`src/rtl/vga_pkg.sv`:
```
// vga_pkg: shared 640x480@800x525 timing constants, RGB888 pixel type and counter-width helper.
`default_nettype none

package vga_pkg;

  localparam int VGA_H_ACTIVE = 640;
  localparam int VGA_H_FP     = 16;
  localparam int VGA_H_SYNC   = 96;
  localparam int VGA_H_BP     = 48;
  localparam int VGA_V_ACTIVE = 480;
  localparam int VGA_V_FP     = 10;
  localparam int VGA_V_SYNC   = 2;
  localparam int VGA_V_BP     = 33;

  localparam int H_TOTAL    = VGA_H_ACTIVE + VGA_H_FP + VGA_H_SYNC + VGA_H_BP;
  localparam int V_TOTAL    = VGA_V_ACTIVE + VGA_V_FP + VGA_V_SYNC + VGA_V_BP;
  localparam int FRAME_CLKS = H_TOTAL * V_TOTAL;

  typedef struct packed {
    logic [7:0] r;
    logic [7:0] g;
    logic [7:0] b;
  } rgb888_t;

  function automatic int vga_cw(input int total);
    return (total <= 2) ? 1 : $clog2(total);
  endfunction

endpackage

`default_nettype wire

```
`src/rtl/vga_delay_line.sv`:
```
// vga_delay_line: DEPTH-stage shift register (DEPTH 0 is a plain wire), async reset to RST_VAL.
`default_nettype none

module vga_delay_line #(
  parameter int               DEPTH   = 1,
  parameter int               WIDTH   = 1,
  parameter logic [WIDTH-1:0] RST_VAL = '0
) (
  input  logic             vga_clk,
  input  logic             arst_n,
  input  logic [WIDTH-1:0] i_d,
  output logic [WIDTH-1:0] o_q
);

  generate
    if (DEPTH == 0) begin : g_wire
      assign o_q = i_d;
    end else begin : g_shift
      logic [WIDTH-1:0] r_sr [DEPTH];

      always_ff @(posedge vga_clk or negedge arst_n) begin
        if (!arst_n) begin
          for (int i = 0; i < DEPTH; i++) r_sr[i] <= RST_VAL;
        end else begin
          r_sr[0] <= i_d;
          for (int i = 1; i < DEPTH; i++) r_sr[i] <= r_sr[i-1];
        end
      end

      assign o_q = r_sr[DEPTH-1];
    end
  endgenerate

endmodule

`default_nettype wire

```
`src/rtl/vga_timing_out.sv`:
```
// vga_timing_out: VGA raster counters, upstream pixel requests and latency-aligned sync/blank/RGB outputs.
// Optional macro VGA_BORDER_EN forces white on the outermost ring of the active area.
`default_nettype none

module vga_timing_out
  import vga_pkg::*;
#(
  parameter int   H_ACTIVE = VGA_H_ACTIVE,
  parameter int   H_FP     = VGA_H_FP,
  parameter int   H_SYNC   = VGA_H_SYNC,
  parameter int   H_BP     = VGA_H_BP,
  parameter int   V_ACTIVE = VGA_V_ACTIVE,
  parameter int   V_FP     = VGA_V_FP,
  parameter int   V_SYNC   = VGA_V_SYNC,
  parameter int   V_BP     = VGA_V_BP,
  parameter logic HS_POL   = 1'b0,
  parameter logic VS_POL   = 1'b0,
  parameter int   IN_LAT   = 1,
  localparam int  CW       = vga_cw(H_ACTIVE + H_FP + H_SYNC + H_BP)
) (
  input  logic          vga_clk,
  input  logic          arst_n,
  input  logic [7:0]    red_in,
  input  logic [7:0]    green_in,
  input  logic [7:0]    blue_in,
  output logic          pix_req,
  output logic [CW-1:0] pix_x,
  output logic [CW-1:0] pix_y,
  output logic          frame_start,
  output logic          hsync,
  output logic          vsync,
  output logic          blank_n,
  output logic [7:0]    red,
  output logic [7:0]    green,
  output logic [7:0]    blue
);

  localparam logic [CW-1:0] c_H_ACT      = CW'(H_ACTIVE);
  localparam logic [CW-1:0] c_H_ACT_LAST = CW'(H_ACTIVE - 1);
  localparam logic [CW-1:0] c_HS_BEG     = CW'(H_ACTIVE + H_FP);
  localparam logic [CW-1:0] c_HS_END     = CW'(H_ACTIVE + H_FP + H_SYNC);
  localparam logic [CW-1:0] c_H_LAST     = CW'(H_ACTIVE + H_FP + H_SYNC + H_BP - 1);
  localparam logic [CW-1:0] c_V_ACT      = CW'(V_ACTIVE);
  localparam logic [CW-1:0] c_V_ACT_LAST = CW'(V_ACTIVE - 1);
  localparam logic [CW-1:0] c_VS_BEG     = CW'(V_ACTIVE + V_FP);
  localparam logic [CW-1:0] c_VS_END     = CW'(V_ACTIVE + V_FP + V_SYNC);
  localparam logic [CW-1:0] c_V_LAST     = CW'(V_ACTIVE + V_FP + V_SYNC + V_BP - 1);

  generate
    if (IN_LAT < 0 || IN_LAT > 3) begin : g_bad_lat
      $fatal(1, "vga_timing_out: IN_LAT must be in 0..3");
    end
  endgenerate

  logic          r_run;
  logic [CW-1:0] r_h;
  logic [CW-1:0] r_v;

  // Counters hold at (0,0) for the edge that raises r_run, so (0,0) gets a full cycle.
  always_ff @(posedge vga_clk or negedge arst_n) begin
    if (!arst_n) begin
      r_run <= 1'b0;
      r_h   <= '0;
      r_v   <= '0;
    end else begin
      r_run <= 1'b1;
      if (r_run) begin
        if (r_h == c_H_LAST) begin
          r_h <= '0;
          r_v <= (r_v == c_V_LAST) ? '0 : r_v + CW'(1);
        end else begin
          r_h <= r_h + CW'(1);
        end
      end
    end
  end

  logic w_act;
  logic w_hs;
  logic w_vs;

  assign w_act = r_run && (r_h < c_H_ACT) && (r_v < c_V_ACT);
  assign w_hs  = (r_h >= c_HS_BEG) && (r_h < c_HS_END);
  assign w_vs  = (r_v >= c_VS_BEG) && (r_v < c_VS_END);

  assign pix_req     = w_act;
  assign pix_x       = r_h;
  assign pix_y       = r_v;
  assign frame_start = r_run && (r_h == '0) && (r_v == '0);

`ifdef VGA_BORDER_EN
  localparam int DLW = 4;
  logic w_border;
  assign w_border = w_act && ((r_h == '0) || (r_h == c_H_ACT_LAST) ||
                              (r_v == '0) || (r_v == c_V_ACT_LAST));
  logic [DLW-1:0] w_ctl_in;
  assign w_ctl_in = {w_border, w_act, w_hs, w_vs};
`else
  localparam int DLW = 3;
  logic [DLW-1:0] w_ctl_in;
  assign w_ctl_in = {w_act, w_hs, w_vs};
`endif

  logic [DLW-1:0] w_ctl_d;

  vga_delay_line #(
    .DEPTH   (IN_LAT),
    .WIDTH   (DLW),
    .RST_VAL ('0)
  ) u_ctl_dly (
    .vga_clk (vga_clk),
    .arst_n  (arst_n),
    .i_d     (w_ctl_in),
    .o_q     (w_ctl_d)
  );

  logic w_act_d;
  logic w_hs_d;
  logic w_vs_d;

  assign w_act_d = w_ctl_d[2];
  assign w_hs_d  = w_ctl_d[1];
  assign w_vs_d  = w_ctl_d[0];

  rgb888_t w_rgb_in;
  rgb888_t w_rgb_nxt;

  assign w_rgb_in = '{r: red_in, g: green_in, b: blue_in};

  always_comb begin
    w_rgb_nxt = '0;
    if (w_act_d) w_rgb_nxt = w_rgb_in;
`ifdef VGA_BORDER_EN
    if (w_ctl_d[3]) w_rgb_nxt = '1;
`endif
  end

  logic    r_hsync;
  logic    r_vsync;
  logic    r_blank_n;
  rgb888_t r_rgb;

  always_ff @(posedge vga_clk or negedge arst_n) begin
    if (!arst_n) begin
      r_hsync   <= ~HS_POL;
      r_vsync   <= ~VS_POL;
      r_blank_n <= 1'b0;
      r_rgb     <= '0;
    end else begin
      r_hsync   <= w_hs_d ? HS_POL : ~HS_POL;
      r_vsync   <= w_vs_d ? VS_POL : ~VS_POL;
      r_blank_n <= w_act_d;
      r_rgb     <= w_rgb_nxt;
    end
  end

  assign hsync   = r_hsync;
  assign vsync   = r_vsync;
  assign blank_n = r_blank_n;
  assign red     = r_rgb.r;
  assign green   = r_rgb.g;
  assign blue    = r_rgb.b;

endmodule

`default_nettype wire

```
`config.mk`:
```
export PLATFORM = sky130hd
export DESIGN_NAME = vga_timing_out
export DESIGN_NICKNAME = d
export VERILOG_FILES = /design/src/rtl/vga_pkg.sv /design/src/rtl/vga_delay_line.sv /design/src/rtl/vga_timing_out.sv
export SDC_FILE = /design/constraint.sdc
export NUM_CORES = 1
export LEC_CHECK = 0
export ABC_CLOCK_PERIOD_IN_PS = 1900
export CAP_MARGIN = 20
export CORE_ASPECT_RATIO = 1.5
export CORE_MARGIN = 2
export CORE_UTILIZATION = 30
export DETAILED_ROUTE_END_ITERATION = 16
export PLACE_DENSITY_LB_ADDON = 0.05
export RECOVER_POWER = 100
export SETUP_SLACK_MARGIN = 0.15
export SYNTH_ARGS = -nofsm -noshare
export SYNTH_HDL_FRONTEND = slang
export SYNTH_SLANG_ARGS = --single-unit
```
`constraint.sdc`:
```
create_clock -name vga_clk -period 1.9 [get_ports vga_clk]
set_input_delay 0.285 -clock vga_clk [delete_from_list [all_inputs] [get_ports vga_clk]]
set_output_delay 0.285 -clock vga_clk [all_outputs]
set_load 0.1 [all_outputs]
```
==> flow_metrics.py <==
metrics = {
    "sta": {
        "drv_slew": 0,
        "rsz0062_at_grt": "yes",
        "skew_ns": 0.0104,
        "setup_ws_ns": -0.216,
        "maxSlewHeadroom_pct": 44.4,
        "min_period_ns": 2.12,
        "fin_tns_setup_ns": -0.358,
        "fin_crit_sh_pct": 111,
        "setup_violations": 2,
        "fmax_ghz": 0.473,
        "hold_viol": 0,
        "worstMarginPinSlew_ns": 0.834,
    },
    "run": {
        "maxCapViolCount": 0,
    },
    "min_path": {
        "hp-class": "register to register",
    },
    "logic_synthesis": {
        "syn_area_sq_um": 2170,
        "synth_top_area_share_pct": 56.6,
        "syn-num-nets": 214,
        "synthArstFlopShare_pct": 100,
        "synth_area_leaders": "dfrtp_1 57%, and2_1 7.2%, xnor2_1 3.6%",
        "yosysWarnings": 0,
        "avgSynthCellArea_sq_um": 11.8,
        "synth_edf_count": 0,
        "synth_largest_area_cell": "dfrtp_1",
        "ys_types": 41,
        "seq_area_frac_synth_pct": 59.0,
        "syn_inst": 184,
        "synthFlopType": "dfrtp_1",
        "ys_seq_elements": 51,
    },
    "cts": {
        "clockBufferDepth": 2,
        "cts-root-buf": "clkbuf_8",
        "cts_tree": "built",
        "cts_buffers": 5,
        "clk_pin_slew_ns": 0.10,
        "clock-sinks": 51,
        "h-tree-depth": 2,
        "clkLatencyLatePin_ns": 0.31,
    },
    "setup_path": {
        "cp-start-kind": "register",
        "path_class": "register to output pin",
        "path_cells": "inv_4, ha_1, nor4b_4, nand4_1, nor4_4, buf_12",
        "crit_buf_inv": 2,
        "worstPathArrival_ns": 1.83,
        "crit_family": "simple AND/OR/NAND/NOR gates",
        "crit_path_max_fanout": 5,
        "critPathRequiredTime_ns": 1.62,
        "cp_slowest_cell": "dfrtp_4",
        "crit_path_end_kind": "output pin",
        "critPathMaxStageDelay_ns": 0.52,
    },
    "detailed_routing": {
        "finalWirelength_microns": 5330,
        "drc": 0,
        "ant_nets": 0,
        "routedWlPerCell_microns": 14.6,
        "via_per_inst": 4.69,
        "dr.pass1.iters": 4,
        "num_vias": 1715,
        "initialDrtViolationCount": 22,
    },
    "power": {
        "power.density_nw_per_um2": 958,
        "peakVddDrop_v": 0.000964,
        "leakage_nw": 1.49,
    },
    "floorplanning": {
        "rows": 38,
        "die_w_microns": 73.4,
        "die_h_microns": 108,
        "coreArea_sq_um": 7130,
        "start_util_pct": 30.4,
        "dieArea_sq_um": 7930,
        "io_pins": 75,
    },
    "cells_and_area": {
        "antennaDiodeCount": 0,
        "final_util_pct": 46.5,
        "mostFrequentLayoutCells": "39 x clkbuf_2, 30 x dfrtp_1, 24 x clkdlybuf4s50_1",
        "mostFrequentLayoutCell": "clkbuf_2",
        "fin_area_sq_um": 3310,
        "nets": 315,
        "area_growth_pct": 52.9,
        "drive_above_1_share_pct": 43.4,
    },
    "global_route": {
        "grt_pass1_vias": 1711,
        "grt_max_degree": 26,
        "track_usage_pct": 13.8,
        "grt-ovfl-total": 0,
        "grt_antenna_before_repair": 0,
        "grt_pass1_wl_microns": 8340,
    },
    "status": {
        "outcome": "finished, violations left",
        "violations": "negative setup slack",
    },
    "placement": {
        "dpl.hpwl_microns": 4000,
        "gp_congestion": 0.749,
        "dpl_cell_area_sq_um": 3360,
        "io_buffers": 74,
    },
}
## path summary, 6_finish.rpt
kind | start | to | slack (ns) | cells after the start
worst max-delay path | pix_x[0]$_DFFE_PN0P_ | frame_start | -0.22 | 6
worst min-delay path | u_ctl_dly.o_q[0]$_DFF_PN0_ | vsync$_DFF_PN1_ | 0.36 | 1
worst max register to register | pix_x[6]$_DFFE_PN0P_ | pix_y[4]$_DFFE_PN0P_ | 0.02 | 5
worst min register to register | u_ctl_dly.o_q[0]$_DFF_PN0_ | vsync$_DFF_PN1_ | 0.36 | 1
max in group asynchronous | arst_n | green[4]$_DFF_PN0_ | 0.33 | 3
min in group asynchronous | arst_n | green[5]$_DFF_PN0_ | 0.58 | 2
## registers in the layout (all words and copies together), names as in the netlist
name           flops
vsync              1
red                8
pix_x             10
hsync              1
pix_y             10
blank_n            1
u_ctl_dly.o_q      3
r_run              1
blue               8
green              8
## final cells by class
type	instances	area, sq um
clock inverters	2	16.3
inverters	10	40.0
fillers	679	3820
flip-flops and latches	51	1340
clock buffers	6	82.6
multi-input cells	114	900
repair buffers	103	837
well taps	80	100
## through the flow
stage	power [mW]	hold WS [ns]	setup WS, ns	std cells
3_3_place_gp	2.59	0.216	0.0881	350
5_1_grt	3.31	0.380	-0.355	366
2_1_floorplan	2.12	-0.0106	-0.557	184
4_1_cts	3.26	0.358	-0.261	365
3_5_place_dp	2.58	0.216	0.102	350
6_report	3.17	0.356	-0.216	366
## cells in the mapped netlist (2+ instances only)
cell type  count
a21oi_1        3
a31o_2         2
and2_1        25
and3_1         6
clkbuf_1       6
dfrtp_1       49
dfstp_2        2
ha_1           4
inv_1         10
nand2_1        6
nand3_1        9
nand4_1        7
nor2_1         6
nor2b_1        2
nor3_1         2
nor4_1         4
nor4_4         3
nor4b_1        2
o21ai_0        5
xnor2_1        9
xor2_1         2
## cells by family (layout without fill, tap and decap cells)
group           after synthesis  count (layout)  synth area share [%]
compound gates               15              15                  4.56
xor+xnor                     11              11                  4.45
fa+ha+maj                     4               4                  2.31
buf+inv                      19             121                  3.69
flops                        51              51                  59.0
mux                           1               1                 0.462
other cells                   1               1                 0.173
simple gates                 82              82                  25.3
## per-layer routing
layer,track usage [%],part of all wire (%)
met5,0,0
met4,5.84,1.9
met3,2.89,5.6
met2,24.8,53
met1,15.3,39
## where the power goes
group / total, mW / internal (mW) / switching (mW)
logic: 1.20 / 0.361 / 0.844
registers: 1.30 / 1.20 / 0.106
clock network: 0.666 / 0.298 / 0.369
## what timing repair did
item / in CTS / in global routing
endpoints found under the setup margin: 7 / 16
pin swaps: 6 / 9
resized for setup: 2 / 14
hold endpoints to repair: 13 / 0
hold buffers: 1 / 0
buffers inserted: 6 / 1
Note: power is estimated with default switching activity, not from simulation.
